<file path="src/rtl/lsu_mem_ctrl_pkg.sv">
// Shared types and helpers for the load/store unit in front of the data RAM.
//   lsu_size_e  : access size encoding (B/H/W/D)
//   lsu_state_e : controller state encoding
//   is_misaligned / size_mask : alignment test and unshifted lane mask
package lsu_mem_ctrl_pkg;

  typedef enum logic [1:0] {
    SZ_B = 2'd0,
    SZ_H = 2'd1,
    SZ_W = 2'd2,
    SZ_D = 2'd3
  } lsu_size_e;

  typedef enum logic [1:0] {
    LSU_IDLE  = 2'd0,
    LSU_READ  = 2'd1,
    LSU_WRITE = 2'd2,
    LSU_RESP  = 2'd3
  } lsu_state_e;

  function automatic logic is_misaligned(input lsu_size_e size, input logic [2:0] addr);
    logic mis;
    mis = 1'b0;
    case (size)
      SZ_H:    mis = addr[0] != 1'b0;
      SZ_W:    mis = addr[1:0] != 2'b00;
      SZ_D:    mis = addr != 3'b000;
      default: mis = 1'b0;
    endcase
    return mis;
  endfunction

  function automatic logic [63:0] size_mask(input lsu_size_e size);
    logic [63:0] m;
    m = 64'h0000_0000_0000_00FF;
    case (size)
      SZ_H:    m = 64'h0000_0000_0000_FFFF;
      SZ_W:    m = 64'h0000_0000_FFFF_FFFF;
      SZ_D:    m = 64'hFFFF_FFFF_FFFF_FFFF;
      default: m = 64'h0000_0000_0000_00FF;
    endcase
    return m;
  endfunction

endpackage

</file>
<file path="src/rtl/lsu_mem_ctrl_lane_align.sv">
// Byte-lane alignment between a 64-bit RAM word and a B/H/W/D access.
// Purely combinational; also intended for the cache refill path.
//   addr_i      : byte offset inside the doubleword
//   size_i      : access size (lsu_size_e encoding)
//   unsigned_i  : zero-extend loads when 1
//   old_i       : doubleword currently in RAM
//   wdata_i     : right-justified store data
//   merged_o    : old_i with the addressed lanes replaced by wdata_i
//   load_data_o : addressed lanes shifted down and extended to 64 bits
module lsu_lane_align
  import lsu_mem_ctrl_pkg::*;
(
  input  logic [2:0]  addr_i,
  input  logic [1:0]  size_i,
  input  logic        unsigned_i,
  input  logic [63:0] old_i,
  input  logic [63:0] wdata_i,
  output logic [63:0] merged_o,
  output logic [63:0] load_data_o
);

  lsu_size_e   size;
  logic [5:0]  shift;
  logic [63:0] mask;
  logic [31:0] shifted;

  assign size  = lsu_size_e'(size_i);
  assign shift = {addr_i, 3'b000};
  assign mask  = size_mask(size) << shift;

  assign merged_o = (old_i & ~mask) | ((wdata_i << shift) & mask);

  // Only the low word of the shifted value is ever needed; D bypasses it.
  assign shifted = 32'(old_i >> shift);

  always_comb begin
    load_data_o = old_i;
    case (size)
      SZ_B:    load_data_o = {{56{~unsigned_i & shifted[7]}},  shifted[7:0]};
      SZ_H:    load_data_o = {{48{~unsigned_i & shifted[15]}}, shifted[15:0]};
      SZ_W:    load_data_o = {{32{~unsigned_i & shifted[31]}}, shifted[31:0]};
      default: load_data_o = old_i;
    endcase
  end

endmodule

</file>
<file path="src/rtl/lsu_mem_ctrl.sv">
// Load/store unit directly upstream of the data RAM wrapper. Takes one
// B/H/W/D request at a time; sub-doubleword stores are read-modify-write
// because the RAM has no byte enables. Misaligned requests are answered
// with resp_err_o and never reach the RAM.
//   clk_i, rst_i              : clock, synchronous active-high reset
//   req_*_i / req_ready_o     : request handshake from the MEM stage
//   resp_valid_o/_rdata_o/_err_o : one-cycle completion
//   ram_*                     : RAM port (doubleword addressed, latency RD_LATENCY)
//
// state      | meaning
// -----------+-----------------------------------------------------
// LSU_IDLE   | ready for a request
// LSU_READ   | reading the target doubleword, RD_LATENCY+1 cycles
// LSU_WRITE  | single-cycle write of the merged doubleword
// LSU_RESP   | resp_valid_o pulse, then back to idle
module lsu_mem_ctrl
  import lsu_mem_ctrl_pkg::*;
#(
  parameter int unsigned RD_LATENCY = 1
) (
  input  logic        clk_i,
  input  logic        rst_i,
  input  logic        req_valid_i,
  output logic        req_ready_o,
  input  logic        req_we_i,
  input  logic [63:0] req_addr_i,
  input  logic [1:0]  req_size_i,
  input  logic        req_unsigned_i,
  input  logic [63:0] req_wdata_i,
  output logic        resp_valid_o,
  output logic [63:0] resp_rdata_o,
  output logic        resp_err_o,
  output logic        ram_ce_o,
  output logic        ram_we_o,
  output logic [63:0] ram_raddr_o,
  output logic [63:0] ram_waddr_o,
  output logic [63:0] ram_wdata_o,
  input  logic [63:0] ram_rdata_i
);

  lsu_state_e  state_q;
  logic [1:0]  cnt_q;
  logic        we_q;
  logic [63:0] addr_q;
  lsu_size_e   size_q;
  logic        unsigned_q;
  logic [63:0] wdata_q;
  logic [63:0] old_q;
  logic        err_q;
  logic        resp_valid_q;
  logic        ram_ce_q;
  logic        ram_we_q;
  logic [63:0] merged;
  logic [63:0] load_data;
  lsu_size_e   req_size;

  assign req_size = lsu_size_e'(req_size_i);

  lsu_lane_align u_align (
    .addr_i      (addr_q[2:0]),
    .size_i      (size_q),
    .unsigned_i  (unsigned_q),
    .old_i       (old_q),
    .wdata_i     (wdata_q),
    .merged_o    (merged),
    .load_data_o (load_data)
  );

  always_ff @(posedge clk_i) begin
    if (rst_i) begin
      state_q      <= LSU_IDLE;
      cnt_q        <= 2'd0;
      we_q         <= 1'b0;
      addr_q       <= '0;
      size_q       <= SZ_B;
      unsigned_q   <= 1'b0;
      wdata_q      <= '0;
      old_q        <= '0;
      err_q        <= 1'b0;
      resp_valid_q <= 1'b0;
      ram_ce_q     <= 1'b0;
      ram_we_q     <= 1'b0;
    end else begin
      resp_valid_q <= 1'b0;
      ram_ce_q     <= 1'b0;
      ram_we_q     <= 1'b0;
      case (state_q)
        LSU_IDLE: begin
          if (req_valid_i) begin
            we_q       <= req_we_i;
            addr_q     <= req_addr_i;
            size_q     <= req_size;
            unsigned_q <= req_unsigned_i;
            wdata_q    <= req_wdata_i;
            err_q      <= is_misaligned(req_size, req_addr_i[2:0]);
            if (is_misaligned(req_size, req_addr_i[2:0])) begin
              state_q      <= LSU_RESP;
              resp_valid_q <= 1'b1;
            end else if (req_we_i && req_size == SZ_D) begin
              // Full doubleword store needs no old data.
              state_q  <= LSU_WRITE;
              ram_ce_q <= 1'b1;
              ram_we_q <= 1'b1;
            end else begin
              state_q  <= LSU_READ;
              cnt_q    <= 2'(RD_LATENCY);
              ram_ce_q <= 1'b1;
            end
          end
        end
        LSU_READ: begin
          ram_ce_q <= 1'b1;
          if (cnt_q == 2'd0) begin
            old_q <= ram_rdata_i;
            if (we_q) begin
              state_q  <= LSU_WRITE;
              ram_we_q <= 1'b1;
            end else begin
              state_q      <= LSU_RESP;
              ram_ce_q     <= 1'b0;
              resp_valid_q <= 1'b1;
            end
          end else begin
            cnt_q <= cnt_q - 2'd1;
          end
        end
        LSU_WRITE: begin
          state_q      <= LSU_RESP;
          resp_valid_q <= 1'b1;
        end
        LSU_RESP: state_q <= LSU_IDLE;
        default:  state_q <= LSU_IDLE;
      endcase
    end
  end

  assign req_ready_o  = (state_q == LSU_IDLE);
  assign resp_valid_o = resp_valid_q;
  assign resp_err_o   = resp_valid_q & err_q;
  assign resp_rdata_o = (resp_valid_q && !we_q && !err_q) ? load_data : '0;

  assign ram_ce_o    = ram_ce_q;
  // A reset arriving mid-WRITE must not let a half-finished merge reach RAM.
  assign ram_we_o    = ram_we_q & ~rst_i;
  assign ram_raddr_o = {addr_q[63:3], 3'b000};
  assign ram_waddr_o = {addr_q[63:3], 3'b000};
  assign ram_wdata_o = merged;

endmodule
</file>
<file path="config.mk">
export PLATFORM = sky130hd
export DESIGN_NAME = lsu_mem_ctrl
export DESIGN_NICKNAME = d
export VERILOG_FILES = /design/src/rtl/lsu_mem_ctrl_pkg.sv /design/src/rtl/lsu_mem_ctrl_lane_align.sv /design/src/rtl/lsu_mem_ctrl.sv
export SDC_FILE = /design/constraint.sdc
export NUM_CORES = 1
export LEC_CHECK = 0
export ABC_AREA = 1
export CAP_MARGIN = 20
export CORE_AREA = 5 5 178 180
export DETAILED_ROUTE_END_ITERATION = 16
export DIE_AREA = 0 0 183 185
export GPL_ROUTABILITY_DRIVEN = 1
export GPL_TIMING_DRIVEN = 0
export HOLD_SLACK_MARGIN = 0.15
export PLACE_DENSITY = 0.74
export SYNTH_ARGS = -nofsm -noshare
export SYNTH_HDL_FRONTEND = slang
export SYNTH_SLANG_ARGS = --single-unit
</file>
<file path="constraint.sdc">
create_clock -name clk_i -period 2.05 [get_ports clk_i]
set_clock_uncertainty 0.05 [all_clocks]
set_input_delay 0.41 -clock clk_i [delete_from_list [all_inputs] [get_ports clk_i]]
set_output_delay 0.41 -clock clk_i [all_outputs]
set_load 0.01 [all_outputs]
</file>
==> impl_metrics.tcl, run 1 <==
set metrics [dict create \
    outcome "finished with violations" \
    violations "negative setup slack" \
    end_kind "primary output" \
    first_pass_iters 6 \
    max_freq_mhz 343 \
    io_buffers 452 \
    core_area_sq_um 30000 \
    hold_viol 0 \
    min_from "rst_i" \
    dp.cells 2845 \
    p_per_area_nw_per_um2 1500 \
    stdcell_area_sq_um 22400 \
    max_cap_viol_count 0 \
    synth_edf_count 0 \
    worstReg2RegStart "state_q[1]$_SDFFE_PP0P_" \
    p_seq_share_pct 22.6 \
    grt_antenna_before_repair 11 \
    ys.flop_type "dfxtp_1" \
    comb_power_share_pct 64.8 \
    clock_latency_ns 0.52 \
    p_leak_nw 9.84 \
    setup_slack_ns -0.866 \
    grt_overflow_total 0 \
    avgSynthCellArea_sq_um 6.38 \
    final_cells 3044 \
    synth_largest_area_cell "dfxtp_1" \
    final_common_cell "nor2_1" \
    io_pins 460 \
    clockPowerShare_pct 12.5 \
    post-place-ws_ns -1.24 \
    tightest_slew_ns 0.952 \
    synth_area_sq_um 12700 \
    htree_levels 1 \
    crit_path_max_fanout 5 \
    synth_top_cell_area_share_pct 32.2 \
    finalCritPeriodShare_pct 142 \
    drive_above_1_share_pct 36.4 \
    timing_worst_setup_path_type "register to primary output" \
    synthTopCellsByArea "dfxtp_1, o21ai_0, nor2_1" \
    areaGrowthSynthToFinish_pct 76.2 \
    cts.sinks 204 \
    worst_ep_arrival_time_ns 2.46 \
    numCtsBuffers 23 \
    start_util_pct 42.3 \
    synth_cell_types 43 \
    hpwl_um 54600 \
    fp.dieW_um 183 \
    nets 2822 \
    p_int_w 0.0177 \
    power_switching_w 0.0158 \
    slew_viol_final 0 \
    via_per_inst 5.68 \
    switching_share_pct 47.2 \
    wl_per_cell_um 24.3 \
    ir_worst_vdd_mv 0.729 \
    grt_pass1_wl_um 102000 \
    tritoncts "built" \
    synth-seq-area-share_pct 32.2 \
    maxSlewHeadroom_pct 36.5 \
    grt_start_max_net_pins 14 \
    power_w 0.0335 \
    rsz0062_at_grt "yes" \
    path_clk_slew_ns 0.06 \
    hold_class "primary input to register" \
    via_count 17300 \
    num_rows 64 \
    worst_setup_path_start_kind "register" \
    wl_um 74000 \
    async_reset_ff_share_pct 0 \
    ys_seq_elements 204 \
    first_iter_violations 2039 \
    setup_viol 129 \
    synth_warnings 0 \
    grt_usage_pct 39.7 \
    place.gp.congestion 1.04 \
    fp.dieArea_sq_um 33900 \
    cts-root-buf "clkbuf_16" \
    final_cell_mix "nor2_1, clkdlybuf4s50_1, nand2_1, o21ai_0, buf_4" \
    startpoint "old_q[31]$_SDFFE_PP0P_" \
    drc_errors 0 \
    placed_area_sq_um 17700 \
    period_needed_ns 2.92 \
    synthCells 1992 \
    clock_path_buffers 3 \
    required_ns 1.59 \
    final_antenna_net_count 0 \
    die_y_um 185 \
    grt_pass1_vias 16900 \
    nFillCells 2292 \
]
power groups by stage:
stage,clock network [W],registers (W),logic (W)
4_1_cts,0.00420,0.00724,0.0192
2_1_floorplan,0,0.00615,0.00866
6_report,0.00420,0.00759,0.0217
3_5_place_dp,0,0.00707,0.0156
5_1_grt,0.00437,0.00757,0.0228
3_3_place_gp,0,0.00705,0.0154
what timing repair did:
item                                    4_1_cts  5_1_grt
buffers inserted                             99       41
gates resized for setup                    1136      364
cloned                                       13        3
endpoints found under the setup margin      332      257
pin swaps                                    97      118
hold buffers                                  0        0
sequential cells by signal (all words and copies together), names as in the netlist, 2 cells and up:
register and count:
state_q 2, wdata_q 64, old_q 64, addr_q 64
size_q 2, cnt_q 2
logic make-up (layout without fill, tap and decap cells):
kind of cell             Yosys count  count (layout)  share of synthesized area (%)
adder cells (fa/ha/maj)            5               5                          0.493
AND/OR/NAND/NOR                  875             875                           28.4
buffers and inverters            351             988                           14.9
AO/OA/AOI/OAI                    540             540                           22.7
flip-flops                       204             204                           32.2
multiplexers                      16              16                           1.34
other                              1              20                         0.0295
final cells by class:
cell class / count / area (sq um) / area share [%]
inverters: 82 / 352 / 1.57
clock inverters: 10 / 111 / 0.498
repair buffers: 598 / 5780 / 25.8
well taps: 396 / 495 / 2.21
multi-input cells: 1442 / 8690 / 38.8
diodes: 14 / 35.0 / 0.157
flip-flops and latches: 204 / 4140 / 18.5
plain buffers: 267 / 2130 / 9.50
clock buffers: 31 / 646 / 2.88
layer usage:
layer / routed length, um / vias up / GRT usage [%]
met3: 7350 / 360 / 7.21
met5: 0 / - / 0
met2: 34200 / 1247 / 65.7
li1: - / 7673 / -
met4: 6460 / 0 / 29.6
met1: 26000 / 8022 / 46.0
worst max-delay path, cell delays in order (launching register included):
cell     delay [ns]
dfxtp_1        0.67
nand2_2        0.13
nand3_2        0.10
nand3_2        0.09
nand2_4        0.09
nand2_4        0.06
buf_6          0.13
nand3_4        0.09
buf_6          0.16
buf_6          0.12
nor2_4         0.03
nor2_1         0.09
buf_2          0.15
through the flow:
step	TNS [ns]	hold slack, ns	utilization, %
global placement	-174.41	0.405	59.1
floorplan	0	0.394	-
global route	-89.49	0.271	74.5
finish	-85.57	0.251	74.5
detailed placement	-182.95	0.428	59.1
CTS	-79.54	0.214	70.0
final timing paths:
path	endpoint	slack (ns)	cells past startpoint
min	ram_ce_o$_SDFF_PP0_	0.25	2
max	resp_rdata_o[26]	-0.87	12
min reg2reg	cnt_q[0]$_SDFFE_PP0P_	0.44	2
max reg2reg	old_q[58]$_SDFFE_PP0P_	0.07	8
synth_stat cells (3+ instances only):
cell,number
a31oi_1,9
nor2_4,3
nand2_1,318
buf_2,31
inv_2,10
or2_1,8
nand4_1,3
nand3_1,66
mux2i_1,8
o21a_1,8
buf_4,137
buf_6,3
ha_1,5
o21ai_1,32
o211ai_1,26
clkbuf_1,85
or2_2,21
a22oi_1,6
nand2_2,3
buf_1,13
mux2_2,8
nor2_1,415
dfxtp_1,204
o21ai_0,340
o221ai_1,3
a21oi_1,106
inv_1,71
nor2_2,32
Note: power is estimated with default switching activity, not from simulation.
==> inputs of run 2 (changes only) <==
Settings changed: ABC_CLOCK_PERIOD_IN_PS set to 2050.
==> results of run 2 <==
Final layout, timing and power as in run 1 (identical DEF).
